File: src/rtl/seq_multiplier_16bit.sv
// Unsigned 16x16 shift-and-add multiplier producing a 32-bit product in 16 RUN cycles,
// built around a single 16-bit lookahead-carry adder.

module CLA_16bit_withLCU (
   input  logic [15:0] A,
   input  logic [15:0] B,
   input  logic        Cin,
   output logic [15:0] S,
   output logic        C,
   output logic        P,
   output logic        G
);
   logic [15:0] p;
   logic [15:0] g;
   logic [15:0] cb;
   logic [3:0]  gp;
   logic [3:0]  gg;
   logic [3:0]  gc;

   assign p = A ^ B;
   assign g = A & B;

   // Lookahead carry unit: group carries straight from group propagate/generate
   assign gc[0] = Cin;
   assign gc[1] = gg[0] | (gp[0] & Cin);
   assign gc[2] = gg[1] | (gp[1] & gg[0]) | (gp[1] & gp[0] & Cin);
   assign gc[3] = gg[2] | (gp[2] & gg[1]) | (gp[2] & gp[1] & gg[0])
                | (gp[2] & gp[1] & gp[0] & Cin);

   assign P = &gp;
   assign G = gg[3] | (gp[3] & gg[2]) | (gp[3] & gp[2] & gg[1])
            | (gp[3] & gp[2] & gp[1] & gg[0]);
   assign C = G | (P & Cin);

   for (genvar i = 0; i < 4; i++) begin : g_grp
      localparam int L = 4 * i;
      assign gp[i] = p[L+3] & p[L+2] & p[L+1] & p[L];
      assign gg[i] = g[L+3] | (p[L+3] & g[L+2]) | (p[L+3] & p[L+2] & g[L+1])
                   | (p[L+3] & p[L+2] & p[L+1] & g[L]);
      assign cb[L]   = gc[i];
      assign cb[L+1] = g[L] | (p[L] & gc[i]);
      assign cb[L+2] = g[L+1] | (p[L+1] & g[L]) | (p[L+1] & p[L] & gc[i]);
      assign cb[L+3] = g[L+2] | (p[L+2] & g[L+1]) | (p[L+2] & p[L+1] & g[L])
                     | (p[L+2] & p[L+1] & p[L] & gc[i]);
   end

   assign S = p ^ cb;
endmodule

module seq_multiplier_16bit (
   input  logic        clk,
   input  logic        rst,
   input  logic        start,
   input  logic [15:0] a,
   input  logic [15:0] b,
   output logic        busy,
   output logic        done,
   output logic [31:0] product
);
   typedef enum logic [1:0] {
      IDLE = 2'd0,
      RUN  = 2'd1,
      DONE = 2'd2
   } state_t;

   state_t      state;
   state_t      state_nx;
   logic [15:0] m;
   logic [15:0] acc;
   logic        cy;
   logic [15:0] q;
   logic [4:0]  cnt;

   logic [15:0] sum;
   logic        sum_c;
   logic        unused_p;
   logic        unused_g;
   logic [15:0] acc_add;
   logic        cy_add;
   logic [15:0] acc_sh;
   logic [15:0] q_sh;

   CLA_16bit_withLCU u_cla (
      .A   (acc),
      .B   (m),
      .Cin (1'b0),
      .S   (sum),
      .C   (sum_c),
      .P   (unused_p),
      .G   (unused_g)
   );

   // cy is always 0 between RUN steps, so the no-add path is {0, acc}
   always_comb begin
      cy_add  = cy;
      acc_add = acc;
      if (q[0]) begin
         cy_add  = sum_c;
         acc_add = sum;
      end
      acc_sh = {cy_add, acc_add[15:1]};
      q_sh   = {acc_add[0], q[15:1]};
   end

   always_ff @(posedge clk) begin
      if (rst) state <= IDLE;
      else     state <= state_nx;
   end

   always_comb begin
      state_nx = state;
      case (state)
         IDLE:    if (start) state_nx = RUN;
         RUN:     if (cnt == 5'd15) state_nx = DONE;
         DONE:    state_nx = IDLE;
         default: state_nx = IDLE;
      endcase
   end

   always_comb begin
      busy = (state == RUN) || (state == DONE);
   end

   always_ff @(posedge clk) begin
      if (rst) begin
         m       <= '0;
         acc     <= '0;
         cy      <= 1'b0;
         q       <= '0;
         cnt     <= '0;
         product <= '0;
         done    <= 1'b0;
      end else begin
         done <= (state == DONE);
         case (state)
            IDLE: begin
               if (start) begin
                  m   <= a;
                  q   <= b;
                  acc <= '0;
                  cy  <= 1'b0;
                  cnt <= '0;
               end
            end
            RUN: begin
               acc <= acc_sh;
               q   <= q_sh;
               cy  <= 1'b0;
               cnt <= cnt + 5'd1;
               // Final step: capture the shifted result as DONE is entered
               if (cnt == 5'd15) product <= {acc_sh, q_sh};
            end
            default: ;
         endcase
      end
   end
endmodule

File: config.mk
export PLATFORM = sky130hd
export DESIGN_NAME = seq_multiplier_16bit
export DESIGN_NICKNAME = d
export VERILOG_FILES = /design/src/rtl/seq_multiplier_16bit.sv
export SDC_FILE = /design/constraint.sdc
export NUM_CORES = 1
export LEC_CHECK = 0
export ABC_AREA = 1
export BUFFER_PORTS_ARGS = -buffer_cell sky130_fd_sc_hd__buf_2
export CAP_MARGIN = 25
export CORE_ASPECT_RATIO = 1.4
export CORE_MARGIN = 2
export CORE_UTILIZATION = 55
export CTS_BUF_LIST = sky130_fd_sc_hd__clkbuf_8 sky130_fd_sc_hd__clkbuf_16
export CTS_CLUSTER_SIZE = 25
export DETAILED_ROUTE_END_ITERATION = 10
export GPL_TIMING_DRIVEN = 0
export PLACE_DENSITY = 0.87
export SETUP_SLACK_MARGIN = 0.3
export SKIP_LAST_GASP = 1
export SLEW_MARGIN = 20
export SYNTH_ARGS = -nofsm -noshare
export SYNTH_HDL_FRONTEND = slang
export SYNTH_SLANG_ARGS = --single-unit
File: constraint.sdc
create_clock -name clk -period 7.2 [get_ports clk]
set_clock_uncertainty 0.2 [all_clocks]
set_input_delay 0.72 -clock clk [delete_from_list [all_inputs] [get_ports clk]]
set_output_delay 0.72 -clock clk [all_outputs]
set_load 0.005 [all_outputs]
==> impl_results.md <==
- Die Span X: between 70 and 80 microns
- Commonest non-fill, non-tap cells in the layout: 106 x nand2_1, 91 x nor2_1, 88 x dfxtp_1, 75 x buf_2, 60 x o21ai_0
- Hold_buf cts: 0
- Final Wtd Congestion: 0.862
- Clock Tree Buf Depth: 2
- Post-synthesis net count: ~630
- Worst R2R Setup Slack: 4600 ps
- RSZ-0062 raised after global routing: no
- Worst hold slack: 281 ps
- Leak pwr: about 2.4 nW
- Clock Latency Late Sink: approximately 370 ps
- Post-synthesis adder-cell area fraction: slightly above 8%
- Area of the multi-input gates: 2160 sq um
- Worst R2R Start: acc[3]
- Startpoint types: flip-flop
- Routed WL per cell: 14.7 microns
- Initial antenna violation count: 0
- Rows: 37
- Max-slew violations: 0
- Area grow syn2layout: 15.8%
- Hold_sp: product[6]
- Critical path type: reg -> reg
- Resized cells post-CTS: 0
- Worst slew margin: 59.7%
- Clock Sinks: 88
- Hold endpoint: product[6]
- Crit path DAT: between 2000 and 3000 ps
- Worst Max-Slew Pin Slew: 605 ps
- Largest family of logic cells by synthesized area: simple AND/OR/NAND/NOR gates
- Status: finished clean
- GRT overflow: 0
- Initial Utilization: about 57%
- Number of global-route vias before repair: between 4000 and 5000
- DP HPWL: 8030 microns
- Most common cell after layout, fill and taps aside: nand2_1
- TritonCTS Buffers: 9
- Final worst path period share: 36.1%
- CP required: 7250 ps
- Worst Hold Depth: 2
- VDD IR max: 188 uV
- 1st-pass router iterations: 5
- Fin crit period: 2600 ps
- Die Height: 108 microns
- Register area share after synthesis: between 40% and 50%
- Final Hold Fails: 0
- Io pins: 69
- Final wirelength: 11000 microns
- Synth area leader: dfxtp_1
- Element type at the critical path end: flip-flop
- Hold Path Class: reg -> reg
- Antenna Cells: 0
- Gate Count Post-Synth: 567
- Final nets: a little over 700
- Post-synthesis xor/xnor area fraction: 1.24%
- Final ANT Viol Nets: 0
- Tot GR Track Use: 27.1%
- #FFs+latches synth: 88
- Synth Area in Simple Gates: 23.9%
- Largest net degree at the start of global routing: 14
- Drt initial violations: 362
- R2R depth: 10
- Post-synth top area share: 41.6%
- Post-Syn Area: about 4200 sq um
- Clk slew on worst S/H paths: ~80 ps
- YS warnings: 0
- Core area: 7410 sq um
- Vias per cell: 5.51
- Vias: 4113
- Share of cells above drive strength 1: 18.5%
- Reg2reg end: acc[11]
- DIE AREA: 8430 sq um
- First-pass GRT wire length: between 15000 and 20000 microns
- # Max-Cap Violations: 0
- Syn avg cell area: 7.47 sq um
- Largest cells by area after synthesis: dfxtp_1 42%, nand2_1 9.4%, nor2_1 8.1%, o21ai_0 7.1%, ha_1 6.2%
- Power, Total: 0.00101 W
- # fillers: 634
- Post-CTS Setup Repair Bufs: 0
- Library cells used by synthesis: 37
- Crit-path max FO: 4
- Final setup fails: 0
- Clock tree root buffer cell: clkbuf_8
- Port buffer count: 68
- H-tree levels: 3
- Sequential cell area: 1760 sq um
- Max Clk Rate: 0.385 GHz
- CTS tree: built
- DRC viols: 0
- Cell Pwr Density: 205 nW/um^2
- Synth Area in Compound Gates: 16.5%
- Post-synthesis mux area share: 1.18%
- Total negative slack: 0 ps
state kept, by name, indices dropped and copies added (netlist names):
name / count
acc: 16
cnt: 5
done: 1
m: 16
product: 32
q: 16
state: 2
cells in the mapped netlist:
library cell	instances
o21ai_4	1
xnor2_1	6
o21ai_0	60
nand3_4	1
nand3_2	3
nand3b_1	1
nor2_1	91
a21oi_2	2
inv_1	42
nand2_2	9
nand2_4	1
inv_2	5
o21a_1	1
a2bb2oi_1	4
fa_1	4
nand2_1	106
nor2_2	1
ha_1	21
or2_2	5
mux2i_1	5
buf_2	7
or2_0	1
clkinv_1	1
o22ai_1	1
nand4_1	1
and3_1	1
buf_6	2
buf_4	1
a31oi_1	15
o21ai_1	10
a21o_1	3
clkbuf_1	19
a221oi_1	1
dfxtp_1	88
a21oi_1	28
nor3_1	4
nand3_1	15
worst max path at each step:
stage                 from  endpoint  slack (ps)  depth (start not counted)
finish              acc[3]   acc[11]        4600                         10
global placement    acc[3]   acc[11]        4730                         10
floorplan             m[3]   acc[12]        4930                         11
CTS                 acc[3]   acc[11]        4610                         10
global route        acc[3]   acc[12]        4460                         11
detailed placement  acc[3]   acc[11]        4640                         10
where the power goes:
part	internal, W	switching (W)	leakage (nW)
Clock	0.000186	0.000169	0.106
Combinational	0.0000482	0.0000834	1.53
Sequential	0.000506	0.0000149	0.717
through the flow:
step / worst slack (ps) / cell area [sq um] / util (%) / instances
after floorplan: 4930 / 4240 / - / 567
after global placement: 4730 / 4700 / 63.4 / 732
after detailed placement: 4640 / 4700 / 63.4 / 732
after CTS: 4610 / 4900 / 66.2 / 747
after global routing: 4460 / 4900 / 66.2 / 747
final: 4600 / 4900 / 66.2 / 747
cells by family (layout without fill, tap and decap cells):
group / Yosys count / count (layout)
AND/OR/NAND/NOR: 240 / 240
AO/OA/AOI/OAI: 126 / 126
flip-flops: 88 / 88
buffers and inverters: 77 / 160
adder cells (fa/ha/maj): 25 / 25
XOR/XNOR: 6 / 6
multiplexers: 5 / 5
per-layer routing:
metal  GRT usage (%)  share of wire (%)  vias to the layer above  wire length (microns)
met1            29.3                 37                     1901                   4050
met4            14.7                3.8                        0                    412
li1                -                  -                     2001                      -
met2            48.6                 53                      175                   5860
met5               0                  0                        -                      0
met3            6.04                5.9                       36                    647
area by class of cell:
class                   instances  area share, %
multi-input cells             402           44.0
flip-flops and latches         88           35.9
repair buffers                 68           6.94
inverters                      48           3.67
clock buffers                  12           3.37
plain buffers                  29           2.78
well taps                      97           2.48
clock inverters                 3          0.842
worst max-delay path, stage by stage (launching register included):
cell       delay, ps
dfxtp_1          340
ha_1             320
or2_0            230
nand2_1           80
nand2_2          100
nand2_2          100
nand3_4          110
fa_1             460
mux2i_1          270
a2bb2oi_1        200
nor2_1            60
Note: power is estimated with default switching activity, not from simulation.
